===== src/rtl/mux_n_1_stream_if.sv =====
// Stream bundle for the N:1 multiplexer: N producer channels in, one consumer out.
// The slave modport is the multiplexer's view and the master modport is the surrounding system's view.
interface mux_n_1_stream_if #(
    parameter int WIDTH = 16,
    parameter int N     = 16
);
    localparam int SEL_W = $clog2(N);

    logic [N*WIDTH-1:0] in_data;
    logic [N-1:0]       in_valid;
    logic [N-1:0]       in_ready;
    logic [SEL_W-1:0]   selector;
    logic               mode;
    logic [WIDTH-1:0]   out_data;
    logic               out_valid;
    logic               out_ready;
    logic [SEL_W-1:0]   out_source;

    modport master (
        output in_data, in_valid, selector, mode, out_ready,
        input  in_ready, out_data, out_valid, out_source
    );

    modport slave (
        input  in_data, in_valid, selector, mode, out_ready,
        output in_ready, out_data, out_valid, out_source
    );
endinterface


===== src/rtl/mux_n_1_stream.sv =====
// N:1 word multiplexer with valid/ready handshakes and one registered output stage.
// Fixed mode follows the selector; round-robin mode rotates fairly starting from an internal pointer.
module mux_n_1_stream #(
    parameter int WIDTH = 16,
    parameter int N     = 16
) (
    input logic            clock,
    input logic            reset,
    mux_n_1_stream_if.slave bus
);
    localparam int SEL_W = $clog2(N);
    localparam int SW1   = SEL_W + 1;
    localparam logic [SEL_W-1:0] LAST  = SEL_W'(N - 1);
    localparam logic [SW1-1:0]   N_EXT = SW1'(N);

    logic [WIDTH-1:0] data_q;
    logic             valid_q;
    logic [SEL_W-1:0] source_q;
    logic [SEL_W-1:0] pointer_q;

    logic             load;
    logic             fixed_hit;
    logic [SEL_W-1:0] fixed_grant;
    logic             rr_hit;
    logic [SEL_W-1:0] rr_grant;
    logic [SW1-1:0]   idx;
    logic [SEL_W-1:0] cand;
    logic             grant_valid;
    logic [SEL_W-1:0] grant;
    logic [WIDTH-1:0] grant_word;
    logic [N-1:0]     ready_c;
    logic [SEL_W-1:0] pointer_next;

    assign load = !valid_q || bus.out_ready;

    // A selector value of N or above matches no channel, so it gives no grant.
    always_comb begin
        fixed_hit   = 1'b0;
        fixed_grant = '0;
        for (int i = 0; i < N; i++) begin
            if (bus.selector == SEL_W'(i) && bus.in_valid[i]) begin
                fixed_hit   = 1'b1;
                fixed_grant = SEL_W'(i);
            end
        end
    end

    // Scan pointer, pointer+1, ... and wrap at N, which is not necessarily a power of two.
    always_comb begin
        rr_hit   = 1'b0;
        rr_grant = '0;
        idx      = '0;
        cand     = '0;
        for (int k = 0; k < N; k++) begin
            idx = {1'b0, pointer_q} + SW1'(k);
            if (idx >= N_EXT) begin
                idx = idx - N_EXT;
            end
            cand = idx[SEL_W-1:0];
            if (!rr_hit && bus.in_valid[cand]) begin
                rr_hit   = 1'b1;
                rr_grant = cand;
            end
        end
    end

    assign grant_valid  = bus.mode ? rr_hit : fixed_hit;
    assign grant        = bus.mode ? rr_grant : fixed_grant;
    assign pointer_next = (grant == LAST) ? '0 : grant + 1'b1;

    always_comb begin
        grant_word = '0;
        ready_c    = '0;
        for (int i = 0; i < N; i++) begin
            if (grant == SEL_W'(i)) begin
                grant_word = bus.in_data[i*WIDTH +: WIDTH];
            end
            ready_c[i] = load && grant_valid && (grant == SEL_W'(i));
        end
    end

    // A load without a grant empties the stage but keeps the last word and source visible.
    always_ff @(posedge clock or posedge reset) begin
        if (reset) begin
            data_q    <= '0;
            valid_q   <= 1'b0;
            source_q  <= '0;
            pointer_q <= '0;
        end else if (load) begin
            if (grant_valid) begin
                data_q   <= grant_word;
                source_q <= grant;
                valid_q  <= 1'b1;
                if (bus.mode) begin
                    pointer_q <= pointer_next;
                end
            end else begin
                valid_q <= 1'b0;
            end
        end
    end

    assign bus.in_ready   = ready_c;
    assign bus.out_data   = data_q;
    assign bus.out_valid  = valid_q;
    assign bus.out_source = source_q;
endmodule


===== src/flat_wrapper.sv =====
// flat-port wrapper written by rule: the top's interface ports become plain ports
module mux_n_1_stream_flat 
#(
    parameter int WIDTH = 16,
    parameter int N     = 16
)
  (clock, reset, bus_in_data, bus_in_valid, bus_selector, bus_mode, bus_out_ready, bus_in_ready, bus_out_data, bus_out_valid, bus_out_source);
  mux_n_1_stream_if #(.WIDTH(WIDTH), .N(N)) bus_i ();
  input logic clock;
  input logic reset;
  input wire logic [$bits(bus_i.in_data)-1:0] bus_in_data;
  input wire logic [$bits(bus_i.in_valid)-1:0] bus_in_valid;
  input wire logic [$bits(bus_i.selector)-1:0] bus_selector;
  input wire logic [$bits(bus_i.mode)-1:0] bus_mode;
  input wire logic [$bits(bus_i.out_ready)-1:0] bus_out_ready;
  output wire logic [$bits(bus_i.in_ready)-1:0] bus_in_ready;
  output wire logic [$bits(bus_i.out_data)-1:0] bus_out_data;
  output wire logic [$bits(bus_i.out_valid)-1:0] bus_out_valid;
  output wire logic [$bits(bus_i.out_source)-1:0] bus_out_source;
  assign bus_i.in_data = bus_in_data;
  assign bus_i.in_valid = bus_in_valid;
  assign bus_i.selector = bus_selector;
  assign bus_i.mode = bus_mode;
  assign bus_i.out_ready = bus_out_ready;
  assign bus_in_ready = bus_i.in_ready;
  assign bus_out_data = bus_i.out_data;
  assign bus_out_valid = bus_i.out_valid;
  assign bus_out_source = bus_i.out_source;
  mux_n_1_stream #(.WIDTH(WIDTH), .N(N)) u_core (.clock(clock), .reset(reset), .bus(bus_i));
endmodule

===== config.mk =====
export PLATFORM = sky130hd
export DESIGN_NAME = mux_n_1_stream_flat
export DESIGN_NICKNAME = d
export VERILOG_FILES = /design/src/rtl/mux_n_1_stream_if.sv /design/src/rtl/mux_n_1_stream.sv /design/src/flat_wrapper.sv
export SDC_FILE = /design/constraint.sdc
export NUM_CORES = 1
export LEC_CHECK = 0
export BUFFER_PORTS_ARGS = -buffer_cell sky130_fd_sc_hd__clkbuf_2
export CORE_AREA = 8 8 123 125
export DETAILED_ROUTE_END_ITERATION = 8
export DIE_AREA = 0 0 131 133
export GPL_TIMING_DRIVEN = 1
export PLACE_DENSITY = 0.95
export SLEW_MARGIN = 25
export SYNTH_ARGS = -nofsm -noshare
export SYNTH_HDL_FRONTEND = slang
export SYNTH_SLANG_ARGS = --single-unit
export TNS_END_PERCENT = 30

===== constraint.sdc =====
create_clock -name clock -period 15.3 [get_ports clock]
set_input_delay 0.765 -clock clock [delete_from_list [all_inputs] [get_ports clock]]
set_output_delay 0.765 -clock clock [all_outputs]
set_load 0.01 [all_outputs]

# [Word level (Yosys, flattened, before mapping)]
# Index checks and enable logic that the tools add are counted.
[classes] n_eq_ne=30 addsub=32 muxes=131 order_cmp=32 reduce_logical=69
[op_table] op="$mux W16" count=16
[op_table] op="$mux W4" count=42
[op_table] op="$lt A4 B5 Y1 const B" count=16
[op_table] op="$ge A5 B5 Y1 const B" count=15
[op_table] op="$bmux W1 S4" count=16
[op_table] op="$eq A4 B4 Y1 const B" count=16
[op_table] op="$sub A4 B1 Y4 const B" count=16
[op_table] op="$mux W1" count=51
[op_table] op="$logic_and A1 B1 Y1" count=48
[op_table] op="$add A4 B4 Y5 const B" count=8
[op_table] op="$eq A4 B3 Y1 const B" count=8
[op_table] op="$add A4 B3 Y5 const B" count=4
[op_table] op="$eq A4 B2 Y1 const B" count=4
[op_table] op="$logic_not A1 Y1" count=16
[op_table] op="$mux W3" count=4
[op_table] op="$add A4 B2 Y5 const B" count=2
[op_table] op="$eq A4 B1 Y1 const B" count=2
[op_table] op="$logic_not A4 Y1" count=2
[op_table] op="$add A4 B1 Y5 const B" count=1
[op_table] op="$ge A4 B5 Y1 const B" count=1
[op_table] op="$add A4 B1 Y4 const B" count=1
[op_table] op="$mux W2" count=2
[op_table] op="$reduce_and A3 Y1" count=1
[op_table] op="$reduce_and A2 Y1" count=1
[op_table] op="$logic_or A1 B1 Y1" count=1
[word_totals] output_inout_bits=37 register_bits=25 inputBits=280 wordCells=298

# [Logic depth before layout (Yosys ltp)]
[logic_depth] ltp_word=68 depth_mapped=29 mapped_depth_nobuf=22

# [Least setup slack after synthesis]
# No wires, ideal clock.
[synth_path] path_type="reg2out" from="reg u_core.pointer_q[1]" to="out bus_in_ready[15]" arrival_ns=5.470 required_ns=14.535 path_buffers=7 slack_ns=9.065 path_stages_with_launch=21 cell_sequence="dfrtp_1 buf_6 buf_12 buf_12 inv_1 ha_1 buf_6 mux4_2 mux2i_2 or4b_1 nand4_2 nand3_1 o32a_1 a41oi_1 a21boi_0 ha_1 clkbuf_1 clkbuf_1 clkbuf_1 nand3_1 inv_1"
[synth_via] elab_chain_len=53 elab_cells_between_ends=162 cone_classes="31 x add/sub; 16 x order compare; 1 x eq/ne; 82 x mux; 32 x reduce/logical"
[synth_rtl] element="start, declared" line_no="mux_n_1_stream.sv:19" source="logic [SEL_W-1:0] pointer_q;"
[synth_rtl] element="start signal, assigned" line_no="mux_n_1_stream.sv:95" source="pointer_q <= pointer_next;"
[synth_rtl] element="parallel branches: the longest is 49 deep, another holds $add A4 B1 Y5"
[synth_rtl] element="$mux W4 (*)" line_no="mux_n_1_stream.sv:60" source="if (!rr_hit && bus.in_valid[cand]) begin"
[synth_rtl] element="$mux W4 (*)" line_no="mux_n_1_stream.sv:68" source="assign grant = bus.mode ? rr_grant : fixed_grant;"
[synth_rtl] element="net u_core.grant[1]" line_no="mux_n_1_stream.sv:29" source="logic [SEL_W-1:0] grant;"
[synth_rtl] element="$eq A4 B4 Y1 (*)" line_no="mux_n_1_stream.sv:78" source="ready_c[i] = load && grant_valid && (grant == SEL_W'(i));"
[synth_rtl] element="$logic_and A1 B1 Y1 (*)" line_no="mux_n_1_stream.sv:78"
[synth_rtl] element="end, declared" line_no="flat_wrapper.sv:16" source="output wire logic [$bits(bus_i.in_ready)-1:0] bus_in_ready;"
# Mark *: on every way through the listed nets, which the timed path passes. The select of a mux whose other input is x is not followed.

# [Final worst setup path]
[layout_path] from="reg u_core.pointer_q[1]" to="out bus_in_ready[11]"
# The elaborated chain is that of the path after synthesis.

==> results.txt <==
----------------------------------------------------
[Run status]
  Status ... finished clean

[Setup path]
  R2R Setup Slk ... 7.04 ns
  Crit path arrival time ... 7.56 ns
  Critical register-to-register path endpoint ... u_core.bus.out_data[12]$_DFFE_PP0P_
  Critical path startpoint category ... flop
  FF-to-FF path depth ... 23
  Reg-to-reg startpoint ... u_core.pointer_q[1]$_DFFE_PP0P_
  Max Fanout on Critical Path ... 54
  Critical path endpoint category ... output port
  Endpoint required time on the critical path ... 14.53 ns
  Class of the most critical setup path ... flop to output port

[Flow run]
  Number of maximum-capacitance constraint violations ... 0

[Route]
  Number of routed nets with antenna violations ... 0
  Avg WL per Cell ... 25.6 µm
  First-pass iteration count of the detailed router ... 7
  Via count ... 9266
  Number of remaining DRC errors ... 0
  Total wire length ... 33900 µm
  DRC violation total after the first TritonRoute iteration ... 1575
  Mean number of vias per cell ... 6.99

[Power and ir drop]
  PwrDens ... 316 nW/µm²
  Leakage power summed over all cells ... 3.81 nW
  Worst supply voltage drop on vdd ... 302 µV

[STA]
  Setup Skew ... 0.00885 ns
  Setup Viol. Count Final ... 0
  Max-slew headroom ... 30.7%
  Transition time of the tightest slew-check pin ... 1.03 ns
  Total negative slack for setup checks ... 0 ns
  Final Critical Period ... 8.32 ns
  Fmax ... 120 MHz
  Count of pins over their slew limit ... 0
  Final Hold Viols ... 0
  Final Cycle Share ... 54.4%
  Setup repair after global routing missed its margin ... false

[CTS]
  Post-cts resize count ... 0
  CTS tree ... built
  Hold-fix buffers at CTS ... 0
  Number of setup buffers added after CTS ... 0
  Clock root buffer ... clkbuf_16
  Reg clk slew, reported paths ... 0.08 ns
  H-tree depth ... 1
  CTS sink count ... 25
  Number of buffers created by CTS ... 3
  Maximum clock path buffer count ... 2
  Insertion delay of the later-clocked pin in the worst-skew pair ... 0.28 ns

[Floorplanning]
  Horiz. Die Dim ... 131 µm
  Die Footprint ... 17400 µm²
  Starting density of the core ... 52.6%
  Area of the placeable core ... 13100 µm²
  Site Rows ... 42
  Die height ... 133 µm
  Boundary pin count ... 317

[Synthesis]
  Seq cells post-synth ... 25
  Synth Warn # ... 0
  Post-Syn Area per Cell ... 7.60 µm²
  Share of async-settable or async-resettable flops after synthesis ... 100%
  Net Count, Synth ... 1196
  Number of synthesized flops with an enable pin ... 0
  Post-Synthesis Cell Area ... 6880 µm²
  Sequential fraction of the synthesis area ... 9.10%
  Synthesized instance count ... 905
  Ys flop type ... dfrtp_1
  Post-synth cell types ... 93

[GRT]
  Grt ovf ... 0
  Number of antenna violations at the first check in global routing ... 0
  Total global-route track usage ... 37.3%
  First-pass GRT wire length ... 50800 µm
  Largest net degree at the start of global routing ... 68
  Vias in the first global route ... 8954

[Layout]
  Final net count ... 1441
  Antenna cells ... 0
  Most common library cell in the layout ignoring fill and taps ... clkbuf_2
  Most frequent cells in the layout ... 316 x clkbuf_2, 85 x nand2_1, 76 x nor2_1, 57 x a21oi_1, 52 x mux2i_1
  Layout Area Growth over Synthesis ... 22.2%
  Final cell count without fillers ... 1325
  Layout cell share with drive strength beyond 1 ... 36.0%

[Placement]
  Placer congestion estimate ... 1.03
  Placed insts ... 1321
  Port buffer count ... 316
  Final HPWL from detailed placement ... 26600 µm

[Min path]
  Path type of the worst min-delay path ... primary input to async pin

----------------------------------------------------
## layer usage
layer	vias up	part of all wire, %	global-route usage [%]
met5	-	0	0
met4	0	4.0	14.8
met3	123	15	12.0
met2	831	45	57.5
met1	4268	36	46.9
li1	4044	-	-
## cells in the mapped netlist (10+ instances only)
cell type	n	area (µm²)
nand2_1	85	319
nor2_1	77	289
a21oi_1	58	290
mux2i_1	52	521
o21ai_0	47	235
clkbuf_1	45	169
o22ai_1	38	238
a211oi_1	34	255
inv_1	29	109
nor3_1	27	135
mux4_2	26	586
dfrtp_1	25	626
a22oi_1	23	173
mux2_2	21	236
a32oi_1	20	175
and3_1	19	119
buf_2	18	90.1
nand3_1	18	90.1
or3_1	12	75.1
ha_1	11	138
a221o_1	10	100
buf_6	10	113
o21ai_1	10	50.1
## how the worst max path moves through the flow
| stage | cells past startpoint | to | slack [ns] | start |
|---|---|---|---|---|
| after global routing | 21 | u_core.bus.out_data[7]$_DFFE_PP0P_ | 6.48 | u_core.pointer_q[1]$_DFFE_PP0P_ |
| after global placement | 22 | u_core.bus.out_data[5]$_DFFE_PP0P_ | 7.64 | u_core.pointer_q[1]$_DFFE_PP0P_ |
| after detailed placement | 22 | u_core.bus.out_data[5]$_DFFE_PP0P_ | 7.37 | u_core.pointer_q[1]$_DFFE_PP0P_ |
| after floorplan | 20 | bus_in_ready[15] | 9.07 | u_core.pointer_q[1]$_DFFE_PP0P_ |
| final | 17 | bus_in_ready[11] | 6.98 | u_core.pointer_q[1]$_DFFE_PP0P_ |
| after CTS | 17 | bus_in_ready[15] | 7.30 | u_core.pointer_q[1]$_DFFE_PP0P_ |
## flip-flops by register name, summed over array words and instances, names as in the netlist
signal / flops
u_core.bus.out_valid: 1
u_core.bus.out_source: 4
u_core.pointer_q: 4
u_core.bus.out_data: 16
## where the power goes
group | internal (mW) | leakage [nW] | switching (mW)
registers | 0.101 | 0.288 | 0.0364
clock network | 0.0364 | 0.0415 | 0.0316
logic | 0.892 | 3.48 | 1.56
total | 1.03 | 3.81 | 1.63
## cell type report
type / instances / area (µm²)
clock buffers: 3 / 75.1
clock inverters: 1 / 8.76
fillers: 1151 / 4680
inverters: 33 / 124
multi-input cells: 761 / 5690
flip-flops and latches: 25 / 626
well taps: 176 / 220
repair buffers: 326 / 1660
## stage by stage
stage | setup WS, ns | instance area [µm²] | hold WS, ns | util, % | total power, mW
after floorplan | 9.07 | 6880 | 0.550 | - | 1.91
after global placement | 7.64 | 8310 | 0.491 | 63.5 | 2.47
after detailed placement | 7.37 | 8310 | 0.511 | 63.5 | 2.48
after CTS | 7.30 | 8400 | 0.534 | 64.2 | 2.55
after global routing | 6.48 | 8400 | 0.560 | 64.2 | 2.81
final | 6.98 | 8400 | 0.531 | 64.2 | 2.66
## worst max-delay path: stages, from the launching register on
cell and delay (ns):
dfrtp_1 0.33, buf_4 0.44, inv_1 0.34, ha_1 0.81, mux4_1 0.63, mux2i_1 0.49
mux2i_1 0.41, and2_1 0.29, a211o_1 0.29, a32o_1 0.25, and3_1 0.18, a41oi_1 0.19
a21boi_0 0.53, ha_2 0.58, buf_4 0.57, nand2_1 0.31, nor3_1 0.37, clkbuf_2 0.21
## logic make-up (layout without fill, tap and decap cells)
group	Yosys count	after routing	share of synthesized area, %
XOR/XNOR	13	13	2.09
adder cells (fa/ha/maj)	11	11	2.00
buffers and inverters	119	363	8.61
flip-flops	25	25	9.10
multiplexers	111	111	22.2
AO/OA/AOI/OAI	334	334	34.6
AND/OR/NAND/NOR	292	292	21.5
(Power assumes the default switching activity.)
